--- src/rtl/mem_arbiter.sv ---
// mem_arbiter: shares one single-port synchronous memory between the instruction and data ports.
// Latency: request sampled at E0, ack pulse set at E0+MEM_LATENCY+1; one access per MEM_LATENCY+3 cycles.
// Backpressure: requests are held by the requester until its ack; no arbitration while busy.
// Optional feature: define MEM_ARB_RR_EN for round-robin on ties (default: data port always wins).
module mem_arbiter #(
    parameter int ADDR_WIDTH  = 12,
    parameter int DATA_WIDTH  = 32,
    parameter int MEM_LATENCY = 1
) (
    input  logic                  clock,
    input  logic                  reset,
    input  logic                  im_req,
    input  logic [ADDR_WIDTH-1:0] im_addr,
    output logic [DATA_WIDTH-1:0] im_rdata,
    output logic                  im_ack,
    input  logic                  dm_req,
    input  logic                  dm_we,
    input  logic [ADDR_WIDTH-1:0] dm_addr,
    input  logic [DATA_WIDTH-1:0] dm_wdata,
    output logic [DATA_WIDTH-1:0] dm_rdata,
    output logic                  dm_ack,
    output logic                  mem_en,
    output logic                  mem_we,
    output logic [ADDR_WIDTH-1:0] mem_addr,
    output logic [DATA_WIDTH-1:0] mem_wdata,
    input  logic [DATA_WIDTH-1:0] mem_rdata,
    output logic [1:0]            grant,
    output logic                  busy
);

    typedef enum logic [1:0] {
        IDLE = 2'd0,
        WAIT = 2'd1,
        DONE = 2'd2
    } state_t;

    // Counter start value; legal latencies 1..15 fit in four bits.
    localparam logic [3:0] LAT_INIT = 4'(MEM_LATENCY);

    state_t     state;
    state_t     state_nxt;
    logic [3:0] cnt;
    logic       op_we;      // current access is a data write
    logic       any_req;
    logic       pick_dm;    // data port wins the arbitration this cycle

    assign any_req = im_req | dm_req;

`ifdef MEM_ARB_RR_EN
    logic last_dm;          // 1 = data port was granted last

    // On a tie the port not granted last wins; instruction-last at reset.
    always_comb begin
        pick_dm = dm_req & (~im_req | ~last_dm);
    end

    // Remember who won each arbitration.
    always_ff @(posedge clock or posedge reset) begin
        if (reset) begin
            last_dm <= 1'b0;
        end else if (state == IDLE && any_req) begin
            last_dm <= pick_dm;
        end
    end
`else
    // Fixed priority: data port over instruction port.
    always_comb begin
        pick_dm = dm_req;
    end
`endif

    // State register.
    always_ff @(posedge clock or posedge reset) begin
        if (reset) begin
            state <= IDLE;
        end else begin
            state <= state_nxt;
        end
    end

    // Next-state logic: IDLE arbitrates, WAIT counts down, DONE holds the ack for one cycle.
    always_comb begin
        state_nxt = state;
        case (state)
            IDLE:    if (any_req) state_nxt = WAIT;
            WAIT:    if (cnt == 4'd0) state_nxt = DONE;
            DONE:    state_nxt = IDLE;
            default: state_nxt = IDLE;
        endcase
    end

    // Registered memory bus, grant, ack and read-data capture.
    always_ff @(posedge clock or posedge reset) begin
        if (reset) begin
            cnt       <= 4'd0;
            op_we     <= 1'b0;
            mem_en    <= 1'b0;
            mem_we    <= 1'b0;
            mem_addr  <= '0;
            mem_wdata <= '0;
            im_rdata  <= '0;
            dm_rdata  <= '0;
            im_ack    <= 1'b0;
            dm_ack    <= 1'b0;
            grant     <= 2'b00;
            busy      <= 1'b0;
        end else begin
            case (state)
                IDLE: begin
                    if (any_req) begin
                        mem_en    <= 1'b1;
                        mem_we    <= pick_dm & dm_we;
                        op_we     <= pick_dm & dm_we;
                        mem_addr  <= pick_dm ? dm_addr : im_addr;
                        mem_wdata <= pick_dm ? dm_wdata : '0;
                        grant     <= pick_dm ? 2'b10 : 2'b01;
                        cnt       <= LAT_INIT;
                        busy      <= 1'b1;
                    end
                end
                WAIT: begin
                    // The strobe lasts only the first WAIT cycle.
                    mem_en <= 1'b0;
                    mem_we <= 1'b0;
                    if (cnt == 4'd0) begin
                        if (grant[1]) begin
                            dm_ack <= 1'b1;
                            if (!op_we) dm_rdata <= mem_rdata;
                        end else begin
                            im_ack   <= 1'b1;
                            im_rdata <= mem_rdata;
                        end
                    end else begin
                        cnt <= cnt - 4'd1;
                    end
                end
                DONE: begin
                    im_ack <= 1'b0;
                    dm_ack <= 1'b0;
                    grant  <= 2'b00;
                    busy   <= 1'b0;
                end
                default: begin
                    mem_en <= 1'b0;
                    mem_we <= 1'b0;
                end
            endcase
        end
    end

endmodule

--- config.mk ---
export PLATFORM = sky130hd
export DESIGN_NAME = mem_arbiter
export DESIGN_NICKNAME = d
export VERILOG_FILES = /design/src/rtl/mem_arbiter.sv
export SDC_FILE = /design/constraint.sdc
export NUM_CORES = 1
export LEC_CHECK = 0
export BUFFER_PORTS_ARGS = -buffer_cell sky130_fd_sc_hd__buf_4
export CORE_MARGIN = 1.5
export CORE_UTILIZATION = 30
export CTS_CLUSTER_SIZE = 25
export DETAILED_ROUTE_END_ITERATION = 16
export HOLD_SLACK_MARGIN = 0.1
export SKIP_CTS_REPAIR_TIMING = 1
export SLEW_MARGIN = 25
export SYNTH_ARGS = -nofsm -noshare
export SYNTH_HDL_FRONTEND = slang
export SYNTH_SLANG_ARGS = --single-unit
--- constraint.sdc ---
create_clock -name clock -period 5.3 [get_ports clock]
set_input_delay 0 -clock clock [delete_from_list [all_inputs] [get_ports clock]]
set_output_delay 0 -clock clock [all_outputs]
set_load 0.01 [all_outputs]
---- After elaboration in Yosys (flattened, before gate mapping) ----
Index checks and enable logic that the tools add are counted.
word-level totals
  register bits after elaboration ......... 122
cells by class
  bitwise logic cells ..................... 5
  eq/ne operators ......................... 7
  reduce and logical (&&, ||, !) cells .... 14
  mux-type cells .......................... 22
  add/sub/neg operators ................... 1
operators with widths
  cell                                                                   number
  32-bit two-way mux                                                     1
  12-bit two-way mux                                                     1
  3-bit AND reduction                                                    4
  2-bit != test, second input constant                                   5
  1-bit case mux with 2 select lines                                     5
  2-bit two-way mux                                                      4
  4-bit two-way mux                                                      2
  2-bit case mux with 2 select lines                                     2
  4-bit case mux with 2 select lines                                     1
  2-bit AND reduction                                                    4
  1-bit two-way mux                                                      6
  2-bit nonzero test                                                     3
  4-bit zero test                                                        1
  4-bit AND reduction                                                    1
  4-bit by 1-bit subtractor with 4-bit output, second input constant     1
  1-bit inverter                                                         3
  2-bit by 1-bit equality test with 1-bit output, second input constant  1
  2-bit equality test, second input constant                             1
  2-bit zero test                                                        1
  1-bit bitwise AND                                                      1
  1-bit OR                                                               1

---- Logic depth before layout (Yosys ltp) ----
  word-level depth ........................ 3
  mapped depth ............................ 7
  depth with buffers taken out ............ 5

---- Least setup slack after synthesis ----
No wires, ideal clock.
  path kind ............................... register -> register
  start point ............................. reg cnt[0]
  end point ............................... reg dm_rdata[0]
  clock period less this slack ............ 2.252 ns
  arrival ................................. 2.127 ns
  stages on the path, launching flop included .. 8
  slack ................................... 3.048 ns
  setup time .............................. 0.125 ns
  cells stage by stage .................... dfrtp_1 inv_1 ha_1 or3b_4 or4b_4 buf_6 buf_12 mux2_4
on the way
  cells in the longest elaborated chain, start to end .. 2
RTL lines
  element                               line  text
  from (decl)                           42    logic [3:0] cnt;
  from (signal assigned)                134   cnt <= cnt - 4'd1;
  4-bit zero test                       125   if (cnt == 4'd0) begin
  4-bit AND reduction (no source line)  n/a
  to (signal assigned)                  128   if (!op_we) dm_rdata <= mem_rdata;
  to (decl)                             20    output logic [DATA_WIDTH-1:0] dm_rdata,
Every way passes these cells.
A chain may end at the register's enable or synchronous reset.

---- Final worst setup path ----
  start point ............................. reg cnt[1]
  end point ............................... reg dm_rdata[26]
Same word-level chain as after synthesis.

==> metrics.md <==
| Metric | Value |
|---|---|
| Later-pin clock latency in the skew report | `0.41 ns` |
| Period utilization | `0.471` |
| WS Path Type | `reg2reg` |
| Fmax | `0.401 GHz` |
| Initial antenna violation count | `0` |
| CP max FO | `32` |
| Setup Viol. Count Final | `0` |
| Core area | `15900 sq um` |
| Die Wd | `131 microns` |
| CTS tree | `yes` |
| Area Overhead vs Synth | `67.1%` |
| Fin crit period | `2.50 ns` |
| CP max stage delay | `0.82 ns` |
| Slowest-stage cell, CP | `or4b_4` |
| Routed Antenna Nets | `0` |
| Predominant post-synthesis flop cell | `dfrtp_1` |
| Combinational Power Share | `0.395` |
| Power Internal | `3.34 mW` |
| Die area | `17100 sq um` |
| Synth top area cells | `dfrtp_1 (62%), mux2_2 (13%), mux2_4 (9.2%), a22o_1 (5.9%), buf_12 (1.2%)` |
| GRT Total Usage | `0.141` |
| Dpl hpwl | `8190 microns` |
| Sequential share of power | `0.345` |
| Static Leak | `3.97 nW` |
| Arr. time, crit path | `2.78 ns` |
| RSZ-0062 raised after global routing | `no` |
| DRC viols | `0` |
| # port buffers | `207` |
| Seq cells post-synth | `122` |
| Fill count | `1363` |
| CTS sink cnt | `122` |
| FP Rows | `46` |
| Crit path from | `cnt[1]` |
| Cell variety after synth | `33` |
| Total CTS buffers | `17` |
| Clk slew on worst S/H paths | `0.06 ns` |
| Max IR drop VDD | `241 uV` |
| Syn Area/Cell | `15.5 sq um` |
| Util after Layout | `0.515` |
| Post-synth top area cell | `dfrtp_1` |
| Power density cells | `587 nW/um^2` |
| Max cap viols | `0` |
| Mapped Cells | `315` |
| Worst setup EP type | `flop` |
| Global route overflow | `0` |
| RePlAce Congestion | `0.707` |
| R2r startpoint | `cnt[1]` |
| Type of the most critical hold path | `in2async` |
| Synth async-reset ratio | `1.00` |
| I/O pins | `208` |
| Vias in the first global route | `3460` |
| Clock Skew | `0.00840 ns` |
| Htree depth | `4` |
| Cell Area, Synth | `4890 sq um` |
| First-pass GRT wire length | `18200 microns` |
| Multi-input gate area | `1670 sq um` |
| WP buf/inv | `1` |
| P_sw | `1.47 mW` |
| Outcome | `finished, final reports clean` |
| Largest net degree at the start of global routing | `67` |
| Slew @ Worst Pin | `0.896 ns` |
| Syn. warnings | `0` |
| Count leader, synth | `dfrtp_1` |
| Clock Tree Root | `clkbuf_16` |
| Sw frac | `0.305` |
| Required @ worst endpoint | `5.58 ns` |
| CTS max path bufs | `2` |
| Initial core utilization | `0.308` |
| Startpoint Class | `flop` |
| Yosys top cell area share | `0.624` |
| Antenna cells | `0` |
| Seq. cell area | `3050 sq um` |
| Syn Nets | `409` |
| Final count of pins violating max slew | `0` |
| Max-slew headroom | `0.403` |
| Commonest cells in the synthesized netlist | `dfrtp_1 (122), mux2_2 (58), a22o_1 (33)` |
| EDFF count, synth | `0` |
| Final WL | `12900 microns` |
| Starting DRC count in detailed routing | `112` |
| Fin. Hold Viols | `0` |
| Clk pwr share | `0.260` |
| Critical path's top delay family | `simple AND/OR/NAND/NOR gates` |
| CP cell instances | `inv_1, ha_1, or3b_4, or4b_4, mux2_4` |
| Die Height | `131 microns` |
| Setup TNS | `0 ns` |
| Wire per inst | `15.2 microns` |
| Post-synthesis sequential area ratio | `0.624` |
| 1st-pass router iterations | `5` |
| Vias/cell | `4.40` |
| Share of cells above drive strength 1 | `0.534` |
| Nets | `710` |
| Routed vias | `3722` |
-- tightest hold or removal path: cells and delay by family --
| family | cells | cell delay [ns] |
|---|---|---|
| buf+inv | 3 | 1.24 |
-- power groups by stage --
stage | registers, mW | clock network (mW) | logic (mW)
after floorplan | 1.81 | 0 | 0.834
after global placement | 1.65 | 0 | 1.82
after detailed placement | 1.66 | 0 | 1.86
after CTS | 1.66 | 1.28 | 1.86
after global routing | 1.72 | 1.32 | 2.05
final | 1.66 | 1.25 | 1.90
-- routing by layer --
metal / track usage / share of wire / up-vias
met4: 0.0524 / 0.0088 / 0
met5: 0 / 0 / -
met1: 0.177 / 0.44 / 1811
met2: 0.214 / 0.47 / 161
met3: 0.0635 / 0.087 / 8
li1: - / - / 1742
-- path summary, 6_finish.rpt --
kind                                 endpoint  slack, ns  depth (start not counted)
min in group clock              mem_wdata[28]       0.34                          3
worst min-delay path             im_rdata[20]       0.32                          3
worst max-delay path             dm_rdata[26]       2.80                          5
max in group asynchronous        im_rdata[16]       3.68                          4
worst max register to register   dm_rdata[26]       2.80                          5
worst min register to register         mem_en       0.49                          1
-- state kept, by name (all words and copies together) (netlist names), 2 cells and up --
name       flops
mem_addr      12
dm_rdata      32
mem_wdata     32
im_rdata      32
cnt            4
state          2
grant          2
-- metrics by stage --
step | hold slack (ns) | instance area, sq um | power, mW | setup WS (ns) | instances
global route | 0.343 | 8180 | 5.09 | 2.69 | 845
CTS | -0.218 | 7240 | 4.80 | 2.81 | 752
detailed placement | 0.220 | 6600 | 3.52 | 2.81 | 720
finish | 0.322 | 8180 | 4.80 | 2.80 | 845
floorplan | 0.133 | 4890 | 2.64 | 2.06 | 315
global placement | 0.205 | 6600 | 3.47 | 2.88 | 720
-- layout by cell type (no fill, tap or decap), types with 2 or more instances in the layout --
cell type,synthesis,routed
a21oi_1,5,5
a22o_1,33,33
buf_4,0,210
bufinv_16,0,4
clkbuf_16,0,17
clkbuf_8,0,2
clkinv_2,0,2
clkinv_4,0,3
dfrtp_1,122,122
dlygate4sd3_1,0,93
inv_1,6,5
inv_6,0,3
mux2_2,58,58
mux2_4,30,30
nand2_1,4,4
nand2b_1,2,2
nor2_1,5,5
nor3_1,5,5
o21a_1,2,2
o21ai_0,4,4
o2bb2ai_1,2,2
-- logic make-up after synthesis --
logic type / synth area share
muxes: 0.228
AOI/OAI and AO/OA: 0.0816
DFF: 0.624
and+or+nand+nor: 0.0299
adders and majority gates: 0.00256
buffers and inverters: 0.0343
-- final cells by class --
cell class / instances / share of cell area
Inverter: 7 / 0.00352
Clock inverter: 13 / 0.0233
Multi-Input combinational cell: 165 / 0.205
Tap cell: 216 / 0.0331
Clock buffer: 19 / 0.0554
Timing Repair Buffer: 303 / 0.307
Sequential cell: 122 / 0.373
(Power assumes the default switching activity.)
